## config.mk

```make
export PLATFORM = sky130hd
export DESIGN_NAME = mux41_rr
export DESIGN_NICKNAME = d
export VERILOG_FILES = /design/src/rtl/mux41_pkg.sv /design/src/rtl/rr_arb4.sv /design/src/rtl/mux41_rr.sv
export SDC_FILE = /design/constraint.sdc
export NUM_CORES = 1
export LEC_CHECK = 0
export CAP_MARGIN = 20
export CORE_UTILIZATION = 30
export CTS_CLUSTER_SIZE = 16
export DETAILED_ROUTE_END_ITERATION = 8
export GPL_ROUTABILITY_DRIVEN = 0
export HOLD_SLACK_MARGIN = 0.1
export PLACE_DENSITY_LB_ADDON = 0.3
export SYNTH_ARGS = -nofsm -noshare
export SYNTH_HDL_FRONTEND = slang
export SYNTH_HIERARCHICAL = 1
export SYNTH_SLANG_ARGS = --single-unit
```

## constraint.sdc

```tcl
create_clock -name clk -period 2.4 [get_ports clk]
set_input_delay 0.24 -clock clk [delete_from_list [all_inputs] [get_ports clk]]
set_output_delay 0.24 -clock clk [all_outputs]
set_load 0.005 [all_outputs]
```

## src/rtl/mux41_pkg.sv

```systemverilog
`default_nettype none
// ============================================================================
// Module      : mux41_pkg
// Description : Shared definitions for the 4-to-1 round-robin collector.
//               Lane count, select width, FSM state type and the helper
//               that locates a lane's data slice in the flattened bus.
// Ports       : none (package)
// Config      : none here; MUX41_STATS_EN is consumed by mux41_rr.
// Revision    : 1.0  initial release
// ============================================================================
package mux41_pkg;

    localparam int LANES = 4;
    localparam int SEL_W = 2;

    // EMPTY: no word held in the output register; FULL: word held.
    typedef enum logic [0:0] {
        EMPTY = 1'b0,
        FULL  = 1'b1
    } state_t;

    // Bit offset of a lane's data field inside a flattened LANES*width bus.
    function automatic int lane_slice(input logic [SEL_W-1:0] lane, input int width);
        return int'(lane) * width;
    endfunction

endpackage
`default_nettype wire

```

## src/rtl/rr_arb4.sv

```systemverilog
`default_nettype none
// ============================================================================
// Module      : rr_arb4
// Description : Combinational 4-way round-robin picker. Searches lanes in
//               the order ptr+1, ptr+2, ptr+3, ptr+4 (mod 4) and grants the
//               first requester. No grant when en is low.
// Ports       : req[3:0]     in   per-lane request
//               ptr[1:0]     in   last granted lane
//               en           in   grant enable
//               gnt[3:0]     out  one-hot grant (or zero)
//               gnt_idx[1:0] out  index of granted lane (0 when none)
//               any          out  a grant was issued
// Revision    : 1.0  initial release
// ============================================================================
module rr_arb4
    import mux41_pkg::*;
(
    input  logic [LANES-1:0] req,
    input  logic [SEL_W-1:0] ptr,
    input  logic             en,
    output logic [LANES-1:0] gnt,
    output logic [SEL_W-1:0] gnt_idx,
    output logic             any
);

    logic [SEL_W-1:0] w_cand;

    // The candidate index relies on 2-bit natural overflow for the wrap 3 -> 0.
    always_comb begin
        gnt     = '0;
        gnt_idx = '0;
        any     = 1'b0;
        w_cand  = '0;
        for (int i = 1; i <= LANES; i++) begin
            w_cand = ptr + SEL_W'(i);
            if (en && !any && req[w_cand]) begin
                gnt[w_cand] = 1'b1;
                gnt_idx     = w_cand;
                any         = 1'b1;
            end
        end
    end

endmodule
`default_nettype wire

```

## src/rtl/mux41_rr.sv

```systemverilog
`default_nettype none
// ============================================================================
// Module      : mux41_rr
// Description : Merges four valid/ready lanes into one registered output
//               stream with round-robin fairness. Each output word carries
//               its 2-bit source lane index on out_sel.
// Ports       : clk                  in   rising-edge clock
//               rst_n                in   synchronous active-low reset
//               in_valid[3:0]        in   per-lane word available
//               in_data[4*W-1:0]     in   lane k data at [k*W +: W]
//               in_ready[3:0]        out  per-lane accept (one-hot or zero)
//               out_valid            out  output word held
//               out_data[W-1:0]      out  output word
//               out_sel[1:0]         out  source lane of out_data
//               out_ready            in   consumer accept
//               grant_cnt[4*CNT_W-1:0] out per-lane accepted-word counters
//                                         (only with MUX41_STATS_EN)
// Config      : MUX41_STATS_EN - adds grant_cnt and saturating counters.
// Revision    : 1.0  initial release
// ============================================================================
module mux41_rr
    import mux41_pkg::*;
#(
    parameter int W     = 8,
    parameter int CNT_W = 16
) (
    input  logic                 clk,
    input  logic                 rst_n,
    input  logic [LANES-1:0]     in_valid,
    input  logic [LANES*W-1:0]   in_data,
    output logic [LANES-1:0]     in_ready,
    output logic                 out_valid,
    output logic [W-1:0]         out_data,
    output logic [SEL_W-1:0]     out_sel,
    input  logic                 out_ready
`ifdef MUX41_STATS_EN
    ,
    output logic [LANES*CNT_W-1:0] grant_cnt
`endif
);

    state_t           r_state;
    logic [SEL_W-1:0] r_ptr;
    logic             r_out_valid;
    logic [W-1:0]     r_out_data;
    logic [SEL_W-1:0] r_out_sel;

    logic             w_load;
    logic             w_en;
    logic [LANES-1:0] w_gnt;
    logic [SEL_W-1:0] w_gnt_idx;
    logic             w_any;
    logic [W-1:0]     w_lane_data [LANES];

    // The output register can take a new word when it is empty or is being
    // drained this cycle. Grants are suppressed while reset is asserted.
    assign w_load = (r_state == EMPTY) | out_ready;
    assign w_en   = w_load & rst_n;

    for (genvar k = 0; k < LANES; k++) begin : g_lane
        assign w_lane_data[k] = in_data[lane_slice(SEL_W'(k), W) +: W];
    end

    rr_arb4 u_arb (
        .req     (in_valid),
        .ptr     (r_ptr),
        .en      (w_en),
        .gnt     (w_gnt),
        .gnt_idx (w_gnt_idx),
        .any     (w_any)
    );

    // The arbiter only grants requesting lanes, so a grant is an accept.
    assign in_ready = w_gnt;

    // Reset value 3 makes lane 0 the first lane searched.
    always_ff @(posedge clk) begin
        if (!rst_n) begin
            r_state     <= EMPTY;
            r_ptr       <= SEL_W'(LANES - 1);
            r_out_valid <= 1'b0;
            r_out_data  <= '0;
            r_out_sel   <= '0;
        end else if (w_any) begin
            r_state     <= FULL;
            r_ptr       <= w_gnt_idx;
            r_out_valid <= 1'b1;
            r_out_data  <= w_lane_data[w_gnt_idx];
            r_out_sel   <= w_gnt_idx;
        end else if (w_load) begin
            // Drained (or already empty) with nothing to accept. Data and
            // select are left as they were; only the valid flag drops.
            r_state     <= EMPTY;
            r_out_valid <= 1'b0;
        end
    end

    assign out_valid = r_out_valid;
    assign out_data  = r_out_data;
    assign out_sel   = r_out_sel;

`ifdef MUX41_STATS_EN
    logic [CNT_W-1:0] r_cnt [LANES];

    for (genvar k = 0; k < LANES; k++) begin : g_cnt
        always_ff @(posedge clk) begin
            if (!rst_n) begin
                r_cnt[k] <= '0;
            end else if (w_gnt[k] && (r_cnt[k] != {CNT_W{1'b1}})) begin
                r_cnt[k] <= r_cnt[k] + CNT_W'(1);
            end
        end
        assign grant_cnt[k*CNT_W +: CNT_W] = r_cnt[k];
    end
`else
    // CNT_W only sizes the statistics counters, which are absent here.
    if (CNT_W < 1) begin : g_cnt_w_unused
    end
`endif

endmodule
`default_nettype wire

```

## Yosys cells after proc, flatten, opt, wreduce, memory -nomap -nowiden

Cells that the tools add are included.

| word-level totals | value |
|---|---|
| register bits | 13 |
| input port bits | 39 |
| word-level logic and storage cells | 71 |

| operators by class | value |
|---|---|
| $add $sub $neg | 3 |
| magnitude comparators | 9 |
| multiplexer cells | 33 |
| bitwise gates (word level) | 7 |
| reduce and logical (&&, ||, !) cells | 15 |

Operators with widths:

| operator | count |
|---|---|
| 8-bit binary-select mux with 2-bit select | 1 |
| 4-bit 2-to-1 mux | 4 |
| 8-bit 2-to-1 mux | 2 |
| 1-bit 2-to-1 mux | 14 |
| 2-bit by 3-bit < comparator with 1-bit output (second input constant) | 4 |
| 4-bit bitwise OR | 3 |
| 1-bit logical AND | 11 |
| 1-bit binary-select mux with 2-bit select | 4 |
| 1-bit demux with 2-bit select | 4 |
| 2-bit by 1-bit greater-or-equal comparator with 1-bit output (second input constant) | 4 |
| 2-bit 2-to-1 mux | 4 |
| 2-bit adder (second input constant) | 2 |
| 3-bit greater-or-equal comparator (second input constant) | 1 |
| 1-bit zero test | 3 |
| 2-bit NOT with 3-bit output | 1 |
| 2-bit by 1-bit adder with 2-bit output (second input constant) | 1 |
| 2-bit nonzero test | 1 |
| 1-bit bitwise AND | 1 |
| 1-bit NOT | 1 |
| 1-bit bitwise OR | 1 |

## Longest topological paths before layout

| depth | value |
|---|---|
| depth in word-level cells | 21 |
| mapped depth | 11 |

## Cells and area by module

The synthesis kept the hierarchy.

By module, submodules not included:

| module | times used | cells each | area an instance (µm²) | seq. area each (µm²) |
|---|---|---|---|---|
| mux41_rr | 1 | 65 | 686.9 | 260.2 |
| rr_arb4 | 1 | 70 | 554.3 | 0.0 |

## Worst setup path before layout

No wires, ideal clock.

| timing | value |
|---|---|
| path kind | register -> register |
| start point | reg r_ptr[0] |
| end point | reg r_out_data[1] (netlist: out_data[1]) |
| arrival time | 2.573 ns |
| required time | 2.315 ns |
| slack | -0.258 ns |
| stages on the path, launching flop included | 10 |
| path buffers | 1 |
| period minus slack after synthesis | 2.658 ns |
| path through | dfxtp_1 -> clkbuf_4 -> inv_2 -> ha_1 -> mux2_2 -> nor3b_1 -> o21ai_1 -> o22ai_1 -> nand3_1 -> o221ai_1 |

| on the way | value |
|---|---|
| longest elaborated chain between the ends | 21 |
| elaborated cells on any way between the ends | 33 |

RTL lines:

| what | RTL line | RTL |
|---|---|---|
| start, declared | mux41_rr.sv:43 | `logic [SEL_W-1:0] r_ptr;` |
| start signal, assigned | mux41_rr.sv:80 | `r_ptr <= SEL_W'(LANES - 1);` |
| start signal, assigned | mux41_rr.sv:86 | `r_ptr <= w_gnt_idx;` |
| 2-bit by 1-bit adder with 2-bit output | rr_arb4.sv:35 | `w_cand = ptr + SEL_W'(i);` |
| 1-bit binary-select mux with 2-bit select | rr_arb4.sv:36 | `if (en && !any && req[w_cand]) begin` |
| 1-bit 2-to-1 mux (implied by the code) | rr_arb4.sv:36 |  |
| 1-bit logical AND | rr_arb4.sv:36 |  |
| 1-bit 2-to-1 mux | rr_arb4.sv:36 |  |
| 1-bit zero test | rr_arb4.sv:36 |  |
| 1-bit logical AND (2 in a row) | rr_arb4.sv:36 |  |
| 1-bit 2-to-1 mux | rr_arb4.sv:36 |  |
| [... 3 more ...] | - |  |
| 1-bit 2-to-1 mux | rr_arb4.sv:36 |  |
| 1-bit zero test | rr_arb4.sv:36 |  |
| 1-bit logical AND (2 in a row) | rr_arb4.sv:36 |  |
| 2-bit 2-to-1 mux * | rr_arb4.sv:36 |  |
| via w_gnt_idx[1] | mux41_rr.sv:51 | `logic [SEL_W-1:0] w_gnt_idx;` |
| 2-bit NOT with 3-bit output (implied by the code) * | mux41_rr.sv:88 | `r_out_data <= w_lane_data[w_gnt_idx];` |
| 8-bit binary-select mux with 2-bit select * | mux41_rr.sv:88 |  |
| 8-bit 2-to-1 mux (implied by the code) * (2 in a row) | mux41_rr.sv:88 |  |
| end signal, assigned | mux41_rr.sv:88 |  |
| end, declared | mux41_rr.sv:45 | `logic [W-1:0] r_out_data;` |

Mark *: on every way through the listed nets, which the timed path passes. The rest lies on a longest branch. The select of a mux whose other input is x is not followed.
A chain may end at the register's enable or synchronous reset.

## Worst setup path after layout

| timing | value |
|---|---|
| start point | reg r_ptr[0] |
| end point | reg r_out_data[0] (netlist: out_data[0]) |

| on the way | value |
|---|---|
| elaborated cells on any way between the ends | 33 |

RTL lines:

| what | RTL line | RTL |
|---|---|---|
| 2-bit by 1-bit adder with 2-bit output | rr_arb4.sv:35 |  |
| 1-bit binary-select mux with 2-bit select | rr_arb4.sv:36 |  |
| 1-bit 2-to-1 mux (implied by the code) | rr_arb4.sv:36 |  |
| 1-bit logical AND | rr_arb4.sv:36 |  |
| 1-bit 2-to-1 mux | rr_arb4.sv:36 |  |
| 1-bit zero test | rr_arb4.sv:36 |  |
| 1-bit logical AND (2 in a row) | rr_arb4.sv:36 |  |
| 1-bit 2-to-1 mux | rr_arb4.sv:36 |  |
| 1-bit zero test | rr_arb4.sv:36 |  |
| 1-bit logical AND (2 in a row) | rr_arb4.sv:36 |  |
| 1-bit 2-to-1 mux | rr_arb4.sv:36 |  |
| 1-bit zero test | rr_arb4.sv:36 |  |
| 1-bit logical AND (2 in a row) | rr_arb4.sv:36 |  |
| 1-bit 2-to-1 mux * | rr_arb4.sv:36 |  |
| via w_any | mux41_rr.sv:52 | `logic w_any;` |

Marks and branches as above.

==> impl_metrics.py <==
metrics = {
    "run_status": {
        "outcome": "finished, final reports clean",
    },
    "sta": {
        "fin_skew_ns": 0.00555,
        "setup_ws_ns": 0.0163,
        "slew-limit-headroom": 0.770,
        "maxSlewViolCount": 0,
        "hold_viol": 0,
        "timing.fmax_mhz": 420,
        "rsz0062_at_grt": "true",
        "hold-worst-slack_ns": 0.472,
        "post-route-min-period_ns": 2.38,
        "tns_ns": 0,
        "tightest_slew_ns": 0.341,
        "period_share": 0.993,
        "finalSetupViolCount": 0,
    },
    "floorplanning": {
        "die_area_mm2": 0.00440,
        "io_pins": 54,
        "rows": 23,
        "die_w_um": 66.3,
        "die_h_um": 66.3,
        "initial_core_util": 0.310,
        "coreArea_mm2": 0.00400,
    },
    "logic_synthesis": {
        "ys_async_sr_fraction": 0,
        "synth_edf_count": 0,
        "synth_ff_type": "dfxtp_1",
        "syn_avg_cell_area_um2": 9.19,
        "yosysUniqueCellTypes": 30,
        "synth-seq-area-share": 0.210,
        "synth_top_area_frac": 0.210,
        "ys_seq_elements": 13,
        "synth_area_mm2": 0.00124,
        "yosys.area.top_type": "dfxtp_1",
        "synth_cells": 135,
        "synth.area.top_cells": "dfxtp_1, mux2i_1, ha_1",
        "yosys_warnings": 6,
        "synth_fp_nets": 182,
    },
    "detailed_routing": {
        "avgViaCountPerCell": 5.16,
        "drc_errors": 0,
        "drtIter0Drc": 79,
        "ant_nets": 0,
        "num_vias": 1377,
        "wl_per_cell_um": 14.5,
        "first_pass_iters": 4,
        "drt-total-wl_um": 3880,
    },
    "worst_setup_path": {
        "start_kind": "flop",
        "reg2reg_to": "out_data[0]",
        "critPathCaptureType": "flop",
        "crit_top_cell": "buf_6",
        "path_max_fanout": 4,
        "slowest_delay_ns": 0.37,
        "rr_worst_depth": 10,
        "critPathRequiredTime_ns": 2.51,
        "arrival_ns": 2.49,
        "path_class": "flop to flop",
        "cp_slowest_cell": "o31a_1",
        "r2r-start": "r_ptr[0]",
        "r2r_slack_ns": 0.02,
        "crit_family": "simple AND/OR/NAND/NOR gates",
        "path_buf_inv": 3,
        "crit_chain": "inv_4 > ha_4 > mux2_4 > buf_6 > nor3b_4 > nor2_1 > o31a_1 > nand3b_1 > buf_6 > o221ai_1",
    },
    "cts": {
        "numCtsBuffers": 3,
        "clk_pin_slew_ns": 0.05,
        "cts-hold-fix-buffers": 0,
        "clockBufferDepth": 2,
        "cts_tree": "done",
        "clock-root-buffer": "clkbuf_8",
        "cts-htree-levels": 1,
        "clock_sinks": 13,
        "clk_latency_ns": 0.24,
    },
    "place": {
        "placed_area_mm2": 0.00192,
        "pre_cts_slack_ns": -0.194,
        "port_buffers": 53,
        "dpl.hpwl_um": 2610,
        "place_inst": 245,
    },
    "pwr": {
        "internal_power_mw": 0.773,
        "power_frac_seq": 0.225,
        "p_per_area_mw_per_mm2": 519,
        "peakVddDrop_v": 0.000360,
        "p_leak_nw": 0.892,
        "swShare": 0.334,
        "comb_power_share": 0.606,
        "p_switching_mw": 0.388,
        "power.share.clock": 0.168,
        "p_total_mw": 1.16,
    },
    "global_route": {
        "antenna_found_initial": 0,
        "grt_pass1_wl_um": 5840,
        "grt_pass1_vias": 1339,
        "grt_max_degree": 18,
        "track_usage": 0.173,
        "grt_overflow": 0,
    },
    "finish": {
        "area_delta_synth_final_pct": 80.2,
        "drive_above_1_share": 0.286,
        "final_common_cell": "clkdlybuf4s50_1",
        "fill_cells": 344,
        "final_nets": 265,
        "final_util": 0.559,
        "final_area_mm2": 0.00224,
        "diodes": 0,
        "layout_common_cells": "clkdlybuf4s50_1, mux2i_1, buf_4, nand2_1",
        "instances_no_fill": 267,
    },
    "min_path": {
        "hold_path_class": "flop to flop",
        "hold_end": "out_sel[0]",
        "hold_path_depth": 2,
        "min_from": "out_sel[0]",
    },
    "run": {
        "drv_cap": 0,
    },
}
==> how the worst max path moves through the flow <==
stage	start	endpoint	slack (ns)	depth (start not counted)
final	r_ptr[0]	out_data[0]	0.02	10
after global routing	r_ptr[1]	out_data[0]	-0.09	10
after CTS	r_ptr[0]	in_ready[1]	-0.03	9
after detailed placement	in_valid[1]	out_data[6]	-0.19	7
after global placement	in_valid[0]	out_data[6]	-0.1	8
after floorplan	r_ptr[1]	out_data[1]	0.01	11
==> area by class of cell <==
type,instances,area (µm²),area share
Timing Repair Buffer,86,835,0.373
Multi-Input combinational cell,107,1000,0.447
Inverter,7,28.8,0.0129
Sequential cell,13,265,0.119
Clock buffer,4,45.0,0.0201
Tap cell,50,62.6,0.0280
==> worst min-delay path, delay by kind of cell (launching register included) <==
family | cells | cell delay (ns)
compound gates | 1 | 0.06
simple gates | 1 | 0.06
flops | 1 | 0.31
==> repair_timing <==
action / 4_1_cts / 5_1_grt
setup buffers: 12 / 5
endpoints found under the setup margin: 12 / 13
pin swaps: 2 / 11
resized for setup: 18 / 26
gates cloned: 0 / 1
==> cells in the mapped netlist, types with 3 or more instances <==
| cell type | count |
|---|---|
| o2bb2ai_1 | 4 |
| inv_1 | 6 |
| buf_2 | 3 |
| nor2b_1 | 3 |
| o21a_1 | 5 |
| mux4_2 | 3 |
| nand3b_1 | 9 |
| ha_1 | 8 |
| nand2b_1 | 4 |
| nand3_1 | 4 |
| o221ai_1 | 8 |
| mux2i_1 | 24 |
| nand2_1 | 18 |
| dfxtp_1 | 13 |
==> power by group through the flow <==
| stage | logic (mW) | registers [mW] | clock network, mW |
|---|---|---|---|
| 2_1_floorplan | 0.320 | 0.270 | 0 |
| 3_3_place_gp | 0.520 | 0.264 | 0 |
| 3_5_place_dp | 0.534 | 0.263 | 0 |
| 4_1_cts | 0.603 | 0.260 | 0.195 |
| 5_1_grt | 0.752 | 0.265 | 0.213 |
| 6_report | 0.704 | 0.262 | 0.195 |
==> state kept, by name, indices dropped and copies added (netlist names) <==
| signal | flops |
|---|---|
| r_ptr | 2 |
| out_valid | 1 |
| out_data | 8 |
| out_sel | 2 |
==> routing by layer <==
layer  global-route usage  share of wire
met1                0.199           0.42
met3               0.0328          0.056
met4               0.0771         0.0085
met5                    0              0
met2                0.306           0.52
==> kinds of logic (layout without fill, tap and decap cells) <==
family | count (synthesis) | count (layout) | synth area share
multiplexers | 30 | 30 | 0.284
flip-flops | 13 | 13 | 0.210
adder cells (fa/ha/maj) | 8 | 8 | 0.0806
AND/OR/NAND/NOR | 41 | 41 | 0.175
buffers and inverters | 15 | 97 | 0.0776
AO/OA/AOI/OAI | 28 | 28 | 0.172
(Power assumes the default switching activity.)
